===== config.mk =====
export PLATFORM = sky130hd
export DESIGN_NAME = tl_grant_serializer
export DESIGN_NICKNAME = d
export VERILOG_FILES = /design/src/rtl/tl_grant_serializer_pkg.sv /design/src/rtl/tl_grant_serializer.sv
export SDC_FILE = /design/constraint.sdc
export NUM_CORES = 1
export LEC_CHECK = 0
export CELL_PAD_IN_SITES_DETAIL_PLACEMENT = 1
export CELL_PAD_IN_SITES_GLOBAL_PLACEMENT = 1
export CORE_MARGIN = 2
export CORE_UTILIZATION = 34
export CTS_BUF_LIST = sky130_fd_sc_hd__clkbuf_4 sky130_fd_sc_hd__clkbuf_8
export DETAILED_ROUTE_END_ITERATION = 7
export HOLD_SLACK_MARGIN = 0.15
export PLACE_DENSITY_LB_ADDON = 0.2
export SLEW_MARGIN = 0
export SYNTH_ARGS = -nofsm -noshare
export SYNTH_HDL_FRONTEND = slang
export SYNTH_SLANG_ARGS = --single-unit

===== constraint.sdc =====
create_clock -name clk -period 4.6 [get_ports clk]
set_input_delay 0.69 -clock clk [delete_from_list [all_inputs] [get_ports clk]]
set_output_delay 0.69 -clock clk [all_outputs]
set_load 0.03 [all_outputs]

===== src/rtl/tl_grant_serializer_pkg.sv =====
`default_nettype none
// +----------------------------------------------------------------------------+
// | tl_grant_serializer_pkg                                                    |
// | Shared width helpers, state encoding and grant type codes.                 |
// | Revision: 1.0                                                              |
// +----------------------------------------------------------------------------+
package tl_grant_serializer_pkg;

    function automatic int clog2(input int value);
        int r;
        r = 0;
        for (int i = 0; i < 31; i++) begin
            if ((1 << i) < value) r = i + 1;
        end
        return r;
    endfunction

    // The counter keeps at least one bit so RATIO=1 still has a legal port.
    function automatic int cnt_width(input int ratio);
        return (ratio > 1) ? clog2(ratio) : 1;
    endfunction

    localparam logic [0:0] c_ST_IDLE = 1'b0;
    localparam logic [0:0] c_ST_BUSY = 1'b1;

    localparam logic [3:0] c_GNT_VOLUNTARY_ACK  = 4'h0;
    localparam logic [3:0] c_GNT_PREFETCH_ACK   = 4'h1;
    localparam logic [3:0] c_GNT_PUT_ACK        = 4'h2;
    localparam logic [3:0] c_GNT_GET_DATA_BEAT  = 4'h3;
    localparam logic [3:0] c_GNT_GET_DATA_BLOCK = 4'h4;

endpackage
`default_nettype wire


===== src/rtl/tl_grant_serializer.sv =====
`default_nettype none
// +----------------------------------------------------------------------------+
// | tl_grant_serializer                                                        |
// | Splits one wide grant beat into RATIO narrow sub-beats, low slice first.   |
// | Revision: 1.0                                                              |
// +----------------------------------------------------------------------------+
module tl_grant_serializer
    import tl_grant_serializer_pkg::*;
#(
    parameter int OUT_DATA_W  = 64,
    parameter int RATIO       = 2,
    parameter int ADDR_BEAT_W = 3,
    parameter int CLIENT_ID_W = 1,
    parameter int MGR_ID_W    = 2
) (
    input  logic                                 clk,
    input  logic                                 reset,
    output logic                                 io_in_ready,
    input  logic                                 io_in_valid,
    input  logic [ADDR_BEAT_W-1:0]               io_in_bits_addr_beat,
    input  logic [CLIENT_ID_W-1:0]               io_in_bits_client_xact_id,
    input  logic [MGR_ID_W-1:0]                  io_in_bits_manager_xact_id,
    input  logic                                 io_in_bits_is_builtin_type,
    input  logic [3:0]                           io_in_bits_g_type,
    input  logic                                 io_in_bits_has_data,
    input  logic [OUT_DATA_W*RATIO-1:0]          io_in_bits_data,
    input  logic                                 io_out_ready,
    output logic                                 io_out_valid,
    output logic [ADDR_BEAT_W+clog2(RATIO)-1:0]  io_out_bits_addr_beat,
    output logic [CLIENT_ID_W-1:0]               io_out_bits_client_xact_id,
    output logic [MGR_ID_W-1:0]                  io_out_bits_manager_xact_id,
    output logic                                 io_out_bits_is_builtin_type,
    output logic [3:0]                           io_out_bits_g_type,
    output logic [OUT_DATA_W-1:0]                io_out_bits_data,
    output logic [cnt_width(RATIO)-1:0]          io_cnt,
    output logic                                 io_done
);

    localparam int c_IN_DATA_W = OUT_DATA_W * RATIO;
    localparam int c_CNT_W     = cnt_width(RATIO);

    generate
        if (RATIO == 1) begin : g_flow
            assign io_in_ready                 = io_out_ready;
            assign io_out_valid                = io_in_valid;
            assign io_out_bits_addr_beat       = io_in_bits_addr_beat;
            assign io_out_bits_client_xact_id  = io_in_bits_client_xact_id;
            assign io_out_bits_manager_xact_id = io_in_bits_manager_xact_id;
            assign io_out_bits_is_builtin_type = io_in_bits_is_builtin_type;
            assign io_out_bits_g_type          = io_in_bits_g_type;
            assign io_out_bits_data            = io_in_bits_data;
            assign io_cnt                      = '0;
            assign io_done                     = 1'b1;
        end else begin : g_serial
            logic [0:0]             r_state;
            logic [c_CNT_W-1:0]     r_cnt;
            logic [ADDR_BEAT_W-1:0] r_addr_beat;
            logic [CLIENT_ID_W-1:0] r_client_id;
            logic [MGR_ID_W-1:0]    r_mgr_id;
            logic                   r_builtin;
            logic [3:0]             r_g_type;
            logic [c_IN_DATA_W-1:0] r_data;

            logic w_busy;
            logic w_last;
            logic w_in_fire;

            assign w_busy    = (r_state == c_ST_BUSY);
            assign w_last    = (r_cnt == c_CNT_W'(RATIO - 1));
            assign w_in_fire = io_in_valid && io_out_ready && !w_busy;

            // Sub-beat 0 leaves straight from the input, so the hold register
            // only has to supply slices 1..RATIO-1.
            always_ff @(posedge clk or posedge reset) begin
                if (reset) begin
                    r_state     <= c_ST_IDLE;
                    r_cnt       <= '0;
                    r_addr_beat <= '0;
                    r_client_id <= '0;
                    r_mgr_id    <= '0;
                    r_builtin   <= 1'b0;
                    r_g_type    <= '0;
                    r_data      <= '0;
                end else if (!w_busy) begin
                    if (w_in_fire && io_in_bits_has_data) begin
                        r_state     <= c_ST_BUSY;
                        r_cnt       <= c_CNT_W'(1);
                        r_addr_beat <= io_in_bits_addr_beat;
                        r_client_id <= io_in_bits_client_xact_id;
                        r_mgr_id    <= io_in_bits_manager_xact_id;
                        r_builtin   <= io_in_bits_is_builtin_type;
                        r_g_type    <= io_in_bits_g_type;
                        r_data      <= io_in_bits_data;
                    end
                end else if (io_out_ready) begin
                    if (w_last) begin
                        r_state <= c_ST_IDLE;
                        r_cnt   <= '0;
                    end else begin
                        r_cnt <= r_cnt + c_CNT_W'(1);
                    end
                end
            end

            assign io_in_ready  = w_busy ? 1'b0 : io_out_ready;
            assign io_out_valid = w_busy | io_in_valid;

            assign io_out_bits_addr_beat = w_busy ? {r_addr_beat, r_cnt}
                                                  : {io_in_bits_addr_beat, {c_CNT_W{1'b0}}};
            assign io_out_bits_client_xact_id  = w_busy ? r_client_id : io_in_bits_client_xact_id;
            assign io_out_bits_manager_xact_id = w_busy ? r_mgr_id    : io_in_bits_manager_xact_id;
            assign io_out_bits_is_builtin_type = w_busy ? r_builtin   : io_in_bits_is_builtin_type;
            assign io_out_bits_g_type          = w_busy ? r_g_type    : io_in_bits_g_type;
            assign io_out_bits_data = w_busy ? r_data[int'(r_cnt)*OUT_DATA_W +: OUT_DATA_W]
                                             : io_in_bits_data[OUT_DATA_W-1:0];

            assign io_cnt  = w_busy ? r_cnt : '0;
            assign io_done = w_busy ? w_last : !io_in_bits_has_data;
        end
    endgenerate

endmodule
`default_nettype wire


==> flow_metrics.tcl, run 1 <==
set metrics [dict create \
    status "finished, final reports clean" \
    finalHoldViolCount 0 \
    drive_gt1_share_pct 25.73 \
    cp-start-kind "register" \
    rsz0062_at_grt "false" \
    fin_area_um2 9588 \
    wl_met3_mm 1.095 \
    rrSetupSlack_ns 1.78 \
    cts_buffer_depth 2 \
    holdCritPathClass "register to register" \
    cts_tree "built" \
    path_clk_slew_ns 0.08 \
    min_period_ns 3.485 \
    start_util_pct 34.67 \
    insertion_delay_ns 0.44 \
    worstPathCellList "buf_4, mux2i_1, a21oi_1, clkdlybuf4s50_1" \
    arrival_ns 2.80 \
    cts_root_buf "clkbuf_8" \
    grt_pass1_wl_mm 29.15 \
    drt_iter0_markers 139 \
    slew_violations 0 \
    whs_ns 0.5085 \
    cp_max_fo 39 \
    p_total_uw 7004 \
    slew_headroom_pct 25.18 \
    die_y_um 145.1 \
    ant_nets 0 \
    worst_ir_drop_vdd_v 0.0003271 \
    min_delay_worst_endpoint "g_serial.r_mgr_id[1]" \
    synth_seq_cells 141 \
    postCtsSetupRepairBufs 0 \
    r2r_cells 3 \
    setup_viol 0 \
    fmax_mhz 286.9 \
    ctsHoldBuffers 0 \
    power_leakage_uw 0.004140 \
    via_count 4920 \
    place.gp.congestion 0.7646 \
    cp-startpoint "g_serial.r_cnt" \
    skew_ns 0.01334 \
    synth_area_um2 6769 \
    die_area_um2 21050 \
    cts_htree_levels 4 \
    syn2layout_area_growth_pct 41.65 \
    firstDrtPassIters 4 \
    path_delay_family "buffers and inverters" \
    cp-end-kind "output port" \
    syn_area_per_cell_um2 12.65 \
    min_from "g_serial.r_mgr_id[1]" \
    grt.total_usage_pct 17.40 \
    synth.distinct_cells 17 \
    r2r-start "g_serial.r_state" \
    period_share_pct 75.77 \
    synth_cells 535 \
    crit-reg2reg-capture "g_serial.r_data[87]" \
    cts_resized 0 \
    synthesis.nets 679 \
    slowest_delay_ns 0.91 \
    drc 0 \
    final_cell_mix "clkdlybuf4s50_1 (223), mux2_2 (150), dfrtp_1 (139)" \
    cts-buffers-inserted 17 \
    routed_wl_mm 17.81 \
    die_w_um 145.1 \
    final.setup.tns_ns 0 \
    fp.coreArea_um2 19530 \
    placementRows 51 \
    wl_met2_mm 9.363 \
    wl_met1_mm 6.994 \
    cp_slowest_cell "dfrtp_4" \
    antenna_found_initial 0 \
    hold_path_depth 1 \
    grt_pass1_vias 5516 \
    synth-seq-area-share_pct 52.13 \
    cts_sinks 141 \
    final_common_cell "clkdlybuf4s50_1" \
    grt_max_degree 91 \
    cp.buffers_inverters 2 \
    routed.top_layer "met4" \
    max_cap_viol_count 0 \
    place_area_um2 9170 \
    dpl.hpwl_mm 12.65 \
    ioPinCount 224 \
    fin_nets 889 \
    worstMarginPinSlew_ns 1.122 \
    avgViaCountPerCell 4.809 \
    io_buffers 223 \
    powerDensity_nw_per_um2 730.6 \
    crit_type "register to output port" \
    post_drt_wl_per_cell_um 17.41 \
    yosys_warnings 0 \
    worstPathRequired_ns 3.91 \
    gr-total-overflow 0 \
    antenna-diode-count 0 \
]
[power breakdown]
| part | internal [uW] | total (uW) | switching, uW |
|---|---|---|---|
| Combinational | 1780 | 3620 | 1840 |
| Clock | 558 | 1050 | 495 |
| Sequential | 1870 | 2330 | 466 |
[metrics by stage]
step                      cells  util [%]  setup slack [ns]
final                      1023     49.10             1.115
after global routing       1023     49.10            0.9339
after CTS                  1023     49.10             1.007
after detailed placement    991     46.96             1.259
after global placement      991     46.96             1.368
after floorplan             535         -            0.1288
[metal layers]
layer | track usage (%) | up-vias
met5 | 0 | -
met3 | 5.723 | 24
met2 | 31.36 | 128
li1 | - | 2307
met1 | 19.25 | 2461
met4 | 5.931 | 0
[cells in the mapped netlist]
| cell type | n | area (um^2) |
|---|---|---|
| and2_1 | 1 | 6.260 |
| buf_6 | 12 | 135.1 |
| a211oi_1 | 2 | 15.01 |
| buf_4 | 4 | 30.03 |
| mux2i_1 | 65 | 650.6 |
| or2_2 | 1 | 6.260 |
| buf_1 | 9 | 33.78 |
| buf_2 | 11 | 55.05 |
| nor2b_1 | 1 | 6.260 |
| mux2_2 | 150 | 1689 |
| nor2_1 | 65 | 244.0 |
| inv_1 | 2 | 7.510 |
| a21oi_1 | 65 | 325.3 |
| dfrtp_1 | 141 | 3528 |
| a31oi_1 | 1 | 6.260 |
| nand4b_2 | 1 | 15.01 |
| clkbuf_1 | 4 | 15.01 |
[logic make-up (layout without fill, tap and decap cells)]
family          Yosys count  after routing  synth area share [%]
mux                     215            215                 34.57
flops                   141            141                 52.13
simple gates             69             69                 4.104
compound gates           68             68                 5.120
buf+inv                  42            265                 4.085
[cell type report]
| cell class | count | area, um^2 |
|---|---|---|
| fill | 2070 | 9938 |
| inverter | 2 | 12.51 |
| multi-input combinational | 352 | 2973 |
| timing repair buffer | 231 | 2317 |
| clock inverter | 13 | 162.7 |
| tap | 265 | 331.6 |
| clock buffer | 19 | 255.2 |
| sequential | 141 | 3536 |
[worst max path at each step]
| stage | cells after the start | endpoint | slack [ns] |
|---|---|---|---|
| after floorplan | 1 | g_serial.r_addr_beat[0] | 0.13 |
| after global placement | 4 | g_serial.r_data[5] | 1.37 |
| after detailed placement | 4 | g_serial.r_data[118] | 1.26 |
| after global routing | 4 | io_out_bits_data[36] | 0.93 |
| final | 4 | io_out_bits_data[36] | 1.11 |
| after CTS | 4 | io_out_bits_data[41] | 1.01 |
[sequential cells by signal, summed over array words and instances, names as in the netlist]
signal,flops
g_serial.r_addr_beat,3
g_serial.r_builtin,1
g_serial.r_client_id,1
g_serial.r_cnt,1
g_serial.r_data,128
g_serial.r_g_type,4
g_serial.r_mgr_id,2
g_serial.r_state,1
Power figures use the tool's default switching activity.
==> run 2: changes to the inputs <==
CORE_UTILIZATION = 37   (was 34)
clock period = 3.6 ns   (was 4.6 ns; I/O delays follow)
==> run 2 against run 1 <==
Effect of this change: wire length down 2.4%; clock-buffer cell count unchanged; sequential share of layout area about the same; sequential power up 27%; combinational power up 28%; final cell count down 3.4%; die area down 7.9%; clock power up 27%; critical path depth unchanged; sequential cell count unchanged; first-iteration DRC count down 26%; total power up 28%; largest cell class unchanged; largest power group unchanged.
==> flow_metrics.tcl, run 2 (synthesized netlist as in run 1, its figures left out) <==
set metrics [dict create \
    status "finished, final reports clean" \
    r2r_cells 4 \
    io_buffers 223 \
    slew_violations 0 \
    die_area_um2 19390 \
    worstPathRequired_ns 3.06 \
    die_w_um 139.3 \
    fmax_mhz 306.3 \
    power_leakage_uw 0.004149 \
    min_from "g_serial.r_mgr_id[1]" \
    drive_gt1_share_pct 25.82 \
    fin_nets 890 \
    regMostFlops "g_serial.r_data" \
    drc 0 \
    ant_nets 0 \
    placementRows 49 \
    ioPinCount 224 \
    slew_headroom_pct 46.75 \
    crit_type "register to output port" \
    cts_tree "built" \
    hold_path_depth 1 \
    max_cap_viol_count 0 \
    cp.buffers_inverters 2 \
    cp_max_fo 56 \
    syn2layout_area_growth_pct 41.57 \
    cp-end-kind "output port" \
    cts_resized 0 \
    largest_reg_flops 128 \
    setup_viol 0 \
    reg_top3 "g_serial.r_data: 128 flops, g_serial.r_g_type: 4 flops, g_serial.r_addr_beat: 3 flops" \
    rsz0062_at_grt "false" \
    post_drt_wl_per_cell_um 17.60 \
    cts_sinks 141 \
    worst_ir_drop_vdd_v 0.0004518 \
    cp_slowest_cell "dfrtp_4" \
    gr-total-overflow 0 \
    worstMarginPinSlew_ns 0.7971 \
    drt_iter0_markers 103 \
    start_util_pct 37.68 \
    grt_pass1_vias 5439 \
    powerDensity_nw_per_um2 933.1 \
    fp.coreArea_um2 17960 \
    cts-buffers-inserted 17 \
    cts_htree_levels 4 \
    avgViaCountPerCell 4.933 \
    via_count 4874 \
    skew_ns 0.007569 \
    antenna-diode-count 0 \
    grt_max_degree 71 \
    firstDrtPassIters 4 \
    ctsHoldBuffers 0 \
    final_cell_mix "clkdlybuf4s50_1 (223), mux2_2 (150), dfrtp_1 (139)" \
    grt_pass1_wl_mm 28.15 \
    rrSetupSlack_ns 0.98 \
    cts_root_buf "clkbuf_8" \
    worstPathCellList "buf_4, nor2_1, a21oi_1, clkdlybuf4s50_1" \
    cts_buffer_depth 2 \
    final.setup.tns_ns 0 \
    place.gp.congestion 0.7564 \
    min_delay_worst_endpoint "g_serial.r_mgr_id[1]" \
    grt.total_usage_pct 18.31 \
    place_area_um2 9169 \
    slowest_delay_ns 0.85 \
    die_y_um 139.3 \
    crit-reg2reg-capture "g_serial.r_data[46]" \
    r2r-start "g_serial.r_state" \
    fillers 1844 \
    arrival_ns 2.72 \
    cp-start-kind "register" \
    min_period_ns 3.265 \
    path_delay_family "buffers and inverters" \
    finalHoldViolCount 0 \
    whs_ns 0.5066 \
    dpl.hpwl_mm 12.42 \
    fin_area_um2 9583 \
    routed_wl_mm 17.39 \
    insertion_delay_ns 0.45 \
    postCtsSetupRepairBufs 0 \
    final_common_cell "clkdlybuf4s50_1" \
    period_share_pct 90.69 \
    antenna_found_initial 0 \
    path_clk_slew_ns 0.08 \
    holdCritPathClass "register to register" \
]
-- run 2: stage by stage --
step / std cells / utilization, % / setup WS [ns] / total power (uW)
4_1_cts: 988 / 53.35 / 0.2859 / 9078
5_1_grt: 988 / 53.35 / 0.1881 / 9495
6_report: 988 / 53.35 / 0.3353 / 8942
3_5_place_dp: 956 / 51.04 / 0.7967 / 7709
3_3_place_gp: 956 / 51.04 / 0.8850 / 7521
2_1_floorplan: 535 / - / 1.297 / 5983
-- run 2: area by class of cell --
class                   count  area [um^2]  share of cell area (%)
clock buffers              19        249.0                   2.598
clock inverters            13        165.2                   1.723
inverters                   2        11.26                  0.1175
multi-input cells         352         2973                   31.02
flip-flops and latches    141         3536                   36.90
well taps                 229        286.5                   2.990
repair buffers            232         2362                   24.65
-- run 2: worst max-delay path by stage --
stage,start,end,slack [ns],cells past startpoint
2_1_floorplan,reset,g_serial.r_addr_beat[0],1.30,1
3_3_place_gp,g_serial.r_cnt,io_out_bits_data[46],0.89,4
3_5_place_dp,g_serial.r_state,io_out_bits_data[22],0.80,4
4_1_cts,g_serial.r_state,io_out_bits_data[22],0.29,4
5_1_grt,g_serial.r_state,io_out_bits_data[22],0.19,4
6_report,g_serial.r_state,io_out_bits_data[22],0.34,4
-- run 2: per-layer routing --
metal | vias to the layer above | wire length [um] | track usage, %
met3 | 22 | 863 | 4.714
li1 | 2303 | - | -
met4 | 0 | 288 | 5.954
met2 | 118 | 9355 | 33.80
met1 | 2431 | 6884 | 20.53
met5 | - | 0 | 0
-- run 2: power by group --
group / internal, uW / total [uW] / switching [uW]
Combinational: 2290 / 4650 / 2360
Clock: 703 / 1330 / 622
Sequential: 2390 / 2970 / 580
==> patch (config.mk and constraints of run 2) <==
Change the parameter `MGR_ID_W` from 2 to 3.
--- a/src/rtl/tl_grant_serializer.sv
+++ b/src/rtl/tl_grant_serializer.sv
@@ -11,7 +11,7 @@
     parameter int RATIO       = 2,
     parameter int ADDR_BEAT_W = 3,
     parameter int CLIENT_ID_W = 1,
-    parameter int MGR_ID_W    = 2
+    parameter int MGR_ID_W    = 3
 ) (
     input  logic                                 clk,
     input  logic                                 reset,
Ports: changed (resized io_in_bits_manager_xact_id and io_out_bits_manager_xact_id); port bits go from 224 to 226. The function was not compared with the original's and may differ.
==> patch against run 2 <==
  * Total power is 5.9% higher
  * Critical path depth decreased by 1
  * Setup slack better by 0.0090 ns
  * Area after synthesis rose by 6.0%
  * Clock skew up 0.0080 ns
  * Sequential cell count grew 1
  * Wire length is 9.4% higher
  * Final area rose by 5.1%
  * Final cell count rose by 3.5%
  * Largest cell class unchanged
==> patch: results (changes against run 2) <==
- Layout cells sized above 1: 0.257 (was 0.258)
- Reg2Reg Setup Slack: 1.30 ns (was 0.98 ns)
- Final wirelength: 19.0 mm (was 17.4 mm)
- R2R depth: 3 (was 4)
- Largest net degree at the start of global routing: 143 (was 71)
- Clk_skew: 0.0155 ns (was 0.00757 ns)
- Total GRT Usage: 0.188 (was 0.183)
- DRT iter0 DRCs: 173 (was 103)
- Via density: 4.86 (was 4.93)
- Layout fillers: 1,950 (was 1,844)
- Leak Pwr: 4.69 nW (was 4.15 nW)
- Peak supply drop: 472 µV (was 452 µV)
- Mux contribution to synthesized area: 0.381 (was 0.346)
- Endpoint, Worst Hold: g_serial.r_data[22] (was g_serial.r_mgr_id[1])
- Met2 routed WL: 9.88 mm (was 9.36 mm)
- Critical path peak fanout: 77 (was 56)
- Status: finished clean (unchanged)
- HPWL after DPL: 12.9 mm (was 12.4 mm)
- Post-synthesis compound-gate area fraction: 0.0483 (was 0.0512)
- Biggest regs: g_serial.r_data: 128 flops, g_serial.r_g_type: 4 flops (was g_serial.r_data: 128 flops, g_serial.r_g_type: 4 flops, g_serial.r_addr_beat: 3 flops)
- Wire length on met1: 7.73 mm (was 6.88 mm)
- Met3 wire len: 1.12 mm (was 863 µm)
- Nets: 894 (was 890)
- Syn_nets: 683 (was 679)
- Min-delay src: g_serial.r_data[22] (was g_serial.r_mgr_id[1])
- Top post-synthesis cells by count: 142 x dfrtp_1, 100 x mux2_4, 65 x a21oi_1, 65 x mux2i_1, 65 x nor2_1 (was 150 x mux2_2, 141 x dfrtp_1, 65 x a21oi_1, 65 x mux2i_1, 65 x nor2_1)
- Initial antenna violation count: 1 (was 0)
- Number of global-route vias before repair: 5,652 (was 5,439)
- First-pass GRT wire length: 29.8 mm (was 28.1 mm)
[patch: area by class of cell]
class                   count  share of cell area
flip-flops and latches    142               0.354
multi-input cells         354               0.335
repair buffers            232               0.238
well taps                 260              0.0323
clock buffers              22              0.0294
clock inverters            10              0.0109
inverters                   2             0.00112
diodes                      1            0.000249
[patch: where the power goes]
part / switching [mW] / internal (mW)
Sequential: 0.676 / 2.40
Clock: 0.630 / 0.695
Combinational: 2.40 / 2.66
[patch: how the worst max path moves through the flow]
stage	from	endpoint	slack [ns]
global placement	g_serial.r_state	io_out_bits_addr_beat[3]	0.85
finish	g_serial.r_state	io_out_bits_manager_xact_id[2]	0.34
CTS	g_serial.r_state	io_out_bits_is_builtin_type	0.29
floorplan	reset	g_serial.r_addr_beat[0]	1.28
detailed placement	g_serial.r_state	io_out_bits_is_builtin_type	0.80
global route	g_serial.r_state	io_out_bits_data[0]	0.17
[patch: routing by layer]
layer / vias up / GRT usage
li1: 2314 / -
met1: 2519 / 0.219
met2: 126 / 0.329
met3: 17 / 0.0573
met4: 0 / 0.0640
met5: - / 0
[patch: worst max-delay path, stage by stage (launching register included)]
cell and delay [ns]:
dfrtp_4 0.99, buf_12 0.29, mux2_2 0.36, clkdlybuf4s50_1 0.61
[patch: cells by family after synthesis]
logic type / Yosys count
AND/OR/NAND/NOR: 69
multiplexers: 217
buffers and inverters: 42
AO/OA/AOI/OAI: 68
flip-flops: 142
[patch: metrics by stage]
stage / cell area [µm²] / worst slack, ns / total power, mW / instances / hold WS, ns
after floorplan: 7180 / 1.28 / 6.39 / 538 / 0.474
after global placement: 9660 / 0.850 / 8.02 / 990 / 0.482
after detailed placement: 9660 / 0.797 / 8.20 / 990 / 0.491
after CTS: 10100 / 0.290 / 9.60 / 1022 / 0.510
after global routing: 10100 / 0.171 / 10.0 / 1023 / 0.522
final: 10100 / 0.344 / 9.47 / 1023 / 0.507
